==> src/rtl/ram4k_stream_fifo.sv <==
// Valid/ready streaming FIFO controller driving one external 256x16 RAM4K block.
// A two-entry output stage (out + skid) hides the RAM's one-cycle read latency.
module ram4k_stream_fifo #(
   parameter int unsigned DEPTH = 256
) (
   input  logic        clk,
   input  logic        reset,
   input  logic        clr,
   input  logic        wr_valid,
   output logic        wr_ready,
   input  logic [15:0] wr_data,
   output logic        rd_valid,
   input  logic        rd_ready,
   output logic [15:0] rd_data,
   output logic [8:0]  level,
   output logic        ram_we,
   output logic [7:0]  ram_waddr,
   output logic [15:0] ram_wdata,
   output logic [15:0] ram_mask,
   output logic        ram_re,
   output logic [7:0]  ram_raddr,
   input  logic [15:0] ram_rdata
);

   localparam logic [8:0] Full = 9'(DEPTH);

   logic [7:0]  wptr_q, rptr_q;
   logic [8:0]  cnt_q, cnt_d;
   logic        inflight_q;
   logic        out_valid_q, out_valid_d;
   logic [15:0] out_data_q, out_data_d;
   logic        skid_valid_q, skid_valid_d;
   logic [15:0] skid_data_q, skid_data_d;

   logic        push, pop, fetch;
   logic [1:0]  occ, occ_after_pop;

   assign wr_ready = !reset && !clr && (cnt_q != Full);
   assign push     = wr_valid && wr_ready;
   assign pop      = out_valid_q && rd_ready;

   assign occ           = {1'b0, out_valid_q} + {1'b0, skid_valid_q} + {1'b0, inflight_q};
   assign occ_after_pop = occ - {1'b0, pop};
   // Fetch only while the stage can still absorb the returning word; a pointer
   // match implies cnt is 0 or full, so read and write never share an address.
   assign fetch = !reset && !clr && (cnt_q != 9'd0) && (occ_after_pop < 2'd2);

   assign ram_we    = push;
   assign ram_waddr = wptr_q;
   assign ram_wdata = wr_data;
   assign ram_mask  = 16'h0000;
   assign ram_re    = fetch;
   assign ram_raddr = rptr_q;

   assign rd_valid = out_valid_q;
   assign rd_data  = out_data_q;
   assign level    = cnt_q + {8'd0, out_valid_q} + {8'd0, skid_valid_q} + {8'd0, inflight_q};

   assign cnt_d = cnt_q + {8'd0, push} - {8'd0, fetch};

   always_comb begin
      out_valid_d  = out_valid_q;
      out_data_d   = out_data_q;
      skid_valid_d = skid_valid_q;
      skid_data_d  = skid_data_q;
      if (pop) begin
         if (skid_valid_q) begin
            out_data_d   = skid_data_q;
            skid_valid_d = 1'b0;
         end else begin
            out_valid_d = 1'b0;
         end
      end
      // Returning word goes to out only if nothing older is ahead of it.
      if (inflight_q) begin
         if ((!out_valid_q || pop) && !skid_valid_q) begin
            out_valid_d = 1'b1;
            out_data_d  = ram_rdata;
         end else begin
            skid_valid_d = 1'b1;
            skid_data_d  = ram_rdata;
         end
      end
   end

   always_ff @(posedge clk or posedge reset) begin
      if (reset) begin
         wptr_q       <= 8'd0;
         rptr_q       <= 8'd0;
         cnt_q        <= 9'd0;
         inflight_q   <= 1'b0;
         out_valid_q  <= 1'b0;
         out_data_q   <= 16'd0;
         skid_valid_q <= 1'b0;
         skid_data_q  <= 16'd0;
      end else if (clr) begin
         wptr_q       <= 8'd0;
         rptr_q       <= 8'd0;
         cnt_q        <= 9'd0;
         inflight_q   <= 1'b0;
         out_valid_q  <= 1'b0;
         skid_valid_q <= 1'b0;
      end else begin
         if (push) begin
            wptr_q <= wptr_q + 8'd1;
         end
         if (fetch) begin
            rptr_q <= rptr_q + 8'd1;
         end
         cnt_q        <= cnt_d;
         inflight_q   <= fetch;
         out_valid_q  <= out_valid_d;
         out_data_q   <= out_data_d;
         skid_valid_q <= skid_valid_d;
         skid_data_q  <= skid_data_d;
      end
   end

endmodule

==> config.mk <==
export PLATFORM = sky130hd
export DESIGN_NAME = ram4k_stream_fifo
export DESIGN_NICKNAME = d
export VERILOG_FILES = /design/src/rtl/ram4k_stream_fifo.sv
export SDC_FILE = /design/constraint.sdc
export NUM_CORES = 1
export LEC_CHECK = 0
export CAP_MARGIN = 10
export CORE_MARGIN = 2
export CORE_UTILIZATION = 52
export CTS_BUF_LIST = sky130_fd_sc_hd__clkbuf_8
export CTS_CLUSTER_DIAMETER = 120
export DETAILED_ROUTE_END_ITERATION = 16
export GPL_ROUTABILITY_DRIVEN = 1
export PLACE_DENSITY = 0.89
export SLEW_MARGIN = 5
export SYNTH_ARGS = -nofsm -noshare
export SYNTH_HDL_FRONTEND = slang
export SYNTH_SLANG_ARGS = --single-unit
==> constraint.sdc <==
create_clock -name clk -period 6.9 [get_ports clk]
set_clock_uncertainty 0.15 [all_clocks]
set_input_delay 0.69 -clock clk [delete_from_list [all_inputs] [get_ports clk]]
set_output_delay 0.69 -clock clk [all_outputs]
set_load 0.01 [all_outputs]
-- After elaboration in Yosys (flattened, before gate mapping)
Cells that the tools add are included.
- register bits: 60
- input bits: 37
- output and inout bits: 77
- word-level logic and storage cells: 57
- add/sub/neg operators: 10
- magnitude comparators: 1
- eq/ne operators: 1
- muxes and demuxes: 19
- bitwise operators: 2
- reduce and logical (&&, ||, !) cells: 16
- operator list (kind ; count):
    $mux 16 ; 4
    $add 9x1->9 ; 4
    $mux 8 ; 4
    $add 8x1->8 const B ; 2
    $mux 1 ; 10
    $mux 9 ; 1
    $ne 9x9->1 const B ; 1
    $reduce_bool 9->1 ; 1
    $sub 9x1->9 ; 1
    $logic_and 1x1->1 ; 7
    $logic_not 1->1 ; 4
    $reduce_bool 2->1 ; 2
    $reduce_and 3->1 ; 1
    $add 1x1->2 ; 1
    $add 2x1->2 ; 1
    $lt 2x2->1 const B ; 1
    $not 1->1 ; 2
    $sub 2x1->2 ; 1
    $logic_or 1x1->1 ; 1

-- Depth between registers and ports, before layout
- depth in word-level cells: 7
- gate-level depth with buffers: 15

-- Least setup slack after synthesis
No wires, ideal clock.
- path kind: input-to-reg
- from: input rd_ready
- to: register cnt_q[6]
- library setup time: 0.128 ns
- arrival: 3.813 ns
- data required time: 6.622 ns
- slack: 2.810 ns
- stages on the path: 15
- path buffers: 0
- cells stage by stage: and2_1 -> ha_1 -> inv_1 -> ha_1 -> a21oi_2 -> xnor2_2 -> nor2_1 -> ha_1 -> inv_1 -> ha_1 -> fa_1 -> a211oi_1 -> o31ai_1 -> a21oi_1 -> mux2_1
- word-level cells in the longest chain between the ends: 6
- ends and longest elaborated chain (element ; RTL line ; source):
    from (decl) ; 13 ; input logic rd_ready,
    $logic_and 1x1->1 ; 40 ; assign pop = out_valid_q && rd_ready;
    $sub 2x1->2 ; 43 ; assign occ_after_pop = occ - {1'b0, pop};
    $lt 2x2->1 ; 46 ; assign fetch = !reset && !clr && (cnt_q != 9'd0) && (occ_after_pop < 2'd2);
    $logic_and 1x1->1 ; 46 ;
    net ram_re ; 20 ; output logic ram_re,
    $sub 9x1->9 ; 59 ; assign cnt_d = cnt_q + {8'd0, push} - {8'd0, fetch};
    $mux 9 ; 96 ; end else if (clr) begin
    to (signal assigned) ; 110 ; cnt_q <= cnt_d;
    to (decl) ; 28 ; logic [8:0] cnt_q, cnt_d;
The timed path passes the listed nets, and every way through them passes these cells.
A chain may end at the register's enable or synchronous reset.

-- Worst setup path in the final report
- from: input rd_ready
- to: register cnt_q[6]
- word-level cells in the longest chain between the ends: 6
- ends and longest elaborated chain (element ; RTL line):
    $logic_and 1x1->1 ; 40
    $sub 2x1->2 ; 43
    $lt 2x2->1 ; 46
    $logic_and 1x1->1 ; 46
    $sub 9x1->9 ; 59
    $mux 9 ; 96
Every way passes these cells.

==> impl_metrics.tcl <==
set metrics [dict create \
    layout_commonest_cell "clkdlybuf4s50_1" \
    ir_worst_vdd_mv 0.192 \
    clockBufferDepth 2 \
    hpwlAfterDp_um 5310 \
    gp_congestion 0.820 \
    p_leak_uw 0.00191 \
    finalPower_uw 1490 \
    clock.fmax_mhz 224 \
    syn-cell-area_sq_um 3550 \
    core-area_sq_um 6720 \
    clock_latency_ns 0.34 \
    die_y_um 86.7 \
    syn2layout_area_growth_pct 20.6 \
    synth.avg_cell_area_sq_um 10.7 \
    cts_sinks 60 \
    yosysUniqueCellTypes 48 \
    cts_buffers 9 \
    portBuffers 65 \
    layout_common_cells "65 x clkdlybuf4s50_1, 60 x dfrtp_1, 23 x ha_1" \
    dp_slack_ns 2.07 \
    ctsHoldBuffers 0 \
    rsz0062_at_grt "no" \
    tightest_slew_ns 0.941 \
    yosysWarnings 0 \
    drive_gt1_share_pct 6.98 \
    start_util_pct 52.9 \
    h-tree-depth 3 \
    num_rows 30 \
    synth_top_flop_cell "dfrtp_1" \
    cts_setup_buffers 0 \
    slew_headroom_pct 37.1 \
    cts_tree "built" \
    antenna_cells 0 \
    firstDrtPassIters 4 \
    power_density_nw_per_um2 347 \
    vias 2666 \
    setup_viol 0 \
    cp.arrival_ns 4.53 \
    grt_pass1_wl_um 12400 \
    drv_slew 0 \
    drv_cap 0 \
    fin_cells 467 \
    io_pins 114 \
    async_flop_share_pct 100 \
    startpoint_type "input pin" \
    drc 0 \
    dp_cells 451 \
    clk_pin_slew_ns 0.07 \
    grt_max_degree 44 \
    hp-class "reg2reg" \
    tns_ns 0 \
    synthCells 331 \
    worstPathRequired_ns 6.98 \
    worst_slack_ns 2.44 \
    fp.dieW_um 86.7 \
    path_max_fanout 10 \
    synth_edf_count 0 \
    grt-ovfl-total 0 \
    finalCritPeriodShare_pct 64.6 \
    final-hold-violation-count 0 \
    crit_path_end_kind "flip-flop" \
    antenna_found_initial 0 \
    wl_um 7410 \
    wl_per_cell_um 15.9 \
    clockRootBuffer "clkbuf_8" \
    grtUsageTotal_pct 21.0 \
    ant_nets 0 \
    nets 445 \
    ys_seq_elements 60 \
    grt_pass1_vias 2696 \
    period_minus_slack_ns 4.46 \
    drt-initial-drc-count 113 \
    die-area_sq_um 7510 \
    cts-resized-gates 0 \
    crit_type "in2reg" \
    r2r_slack_ns 2.71 \
    via_per_inst 5.71 \
    seq_area_frac_synth_pct 42.2 \
    outcome "complete, no violations" \
]
[per-stage QoR]
step                      hold WS (ns)  utilization [%]  cell area [sq um]
after floorplan                  0.315                -               3610
after global routing             0.360             63.8               4290
after global placement           0.324             60.9               4090
final                            0.340             63.8               4290
after detailed placement         0.323             60.9               4090
after CTS                        0.344             63.8               4290
[power breakdown]
group | internal (uW) | switching (uW) | leakage [uW] | total (uW)
Combinational | 329 | 308 | 0.00103 | 636
Sequential | 452 | 85.1 | 0.000791 | 538
Clock | 164 | 147 | 0.0000910 | 312
[worst paths after layout]
check | cells past startpoint | start | to
min in group asynchronous | 2 | reset | ram_raddr[2]
min | 1 | rd_data[12] | rd_data[12]
max in group asynchronous | 3 | reset | cnt_q[6]
max reg2reg | 15 | rd_valid | cnt_q[6]
min reg2reg | 1 | rd_data[12] | rd_data[12]
max | 16 | rd_ready | cnt_q[6]
[cells in the mapped netlist (4+ instances only)]
cell,instances,area (sq um)
dfrtp_1,60,1500
ha_1,23,288
nand2_1,12,45.0
inv_1,21,78.8
xor2_1,6,52.6
o2bb2ai_1,16,140
nand3_1,4,20.0
a22oi_1,16,120
buf_4,32,240
nand4_1,5,31.3
nor3_1,6,30.0
buf_2,4,20.0
nor2b_1,7,43.8
mux2_1,19,214
clkbuf_1,6,22.5
o31ai_1,5,37.5
mux2i_1,5,50.1
a21oi_1,10,50.1
nor2_1,17,63.8
and3_1,4,25.0
xnor2_1,9,78.8
[flip-flops by register name, summed over array words and instances (netlist names)]
register      flops
ram_raddr         8
skid_valid_q      1
skid_data_q      16
cnt_q             9
inflight_q        1
rd_valid          1
rd_data          16
ram_waddr         8
[layer usage]
layer / vias to the layer above / GRT usage [%] / share of wire (%)
li1: 1240 / - / -
met1: 1323 / 26.4 / 42
met2: 92 / 34.8 / 51
met3: 11 / 5.33 / 5.7
met4: 0 / 7.95 / 1.3
met5: - / 0 / 0
[worst max-delay path, cell delays in order]
cell and delay (ns):
clkdlybuf4s50_1 0.45, and2_1 0.18, ha_1 0.27, inv_1 0.04
ha_1 0.27, a21oi_2 0.07, xnor2_2 0.38, nor2_1 0.19
ha_1 0.31, inv_1 0.04, ha_1 0.20, fa_1 0.43
a211oi_1 0.39, o31ai_1 0.13, a21oi_1 0.17, mux2_1 0.33
[logic make-up (layout without fill, tap and decap cells)]
family,after synthesis,after routing,share of synthesized area [%]
adders and majority gates,26,26,9.79
buffers and inverters,63,104,10.2
muxes,24,24,7.43
DFF,60,60,42.2
and+or+nand+nor,71,71,10.9
AOI/OAI and AO/OA,70,70,15.2
xor gates and xnor gates,16,16,4.15
other,1,16,0.105
[area by class of cell]
| class | instances | area (sq um) |
|---|---|---|
| clock inverter | 7 | 67.6 |
| tap | 80 | 100 |
| inverter | 21 | 78.8 |
| timing repair buffer | 67 | 666 |
| fill | 531 | 2430 |
| sequential | 60 | 1500 |
| clock buffer | 9 | 124 |
| multi-input combinational | 223 | 1750 |
No activity file was read; power rests on OpenSTA's default activity.
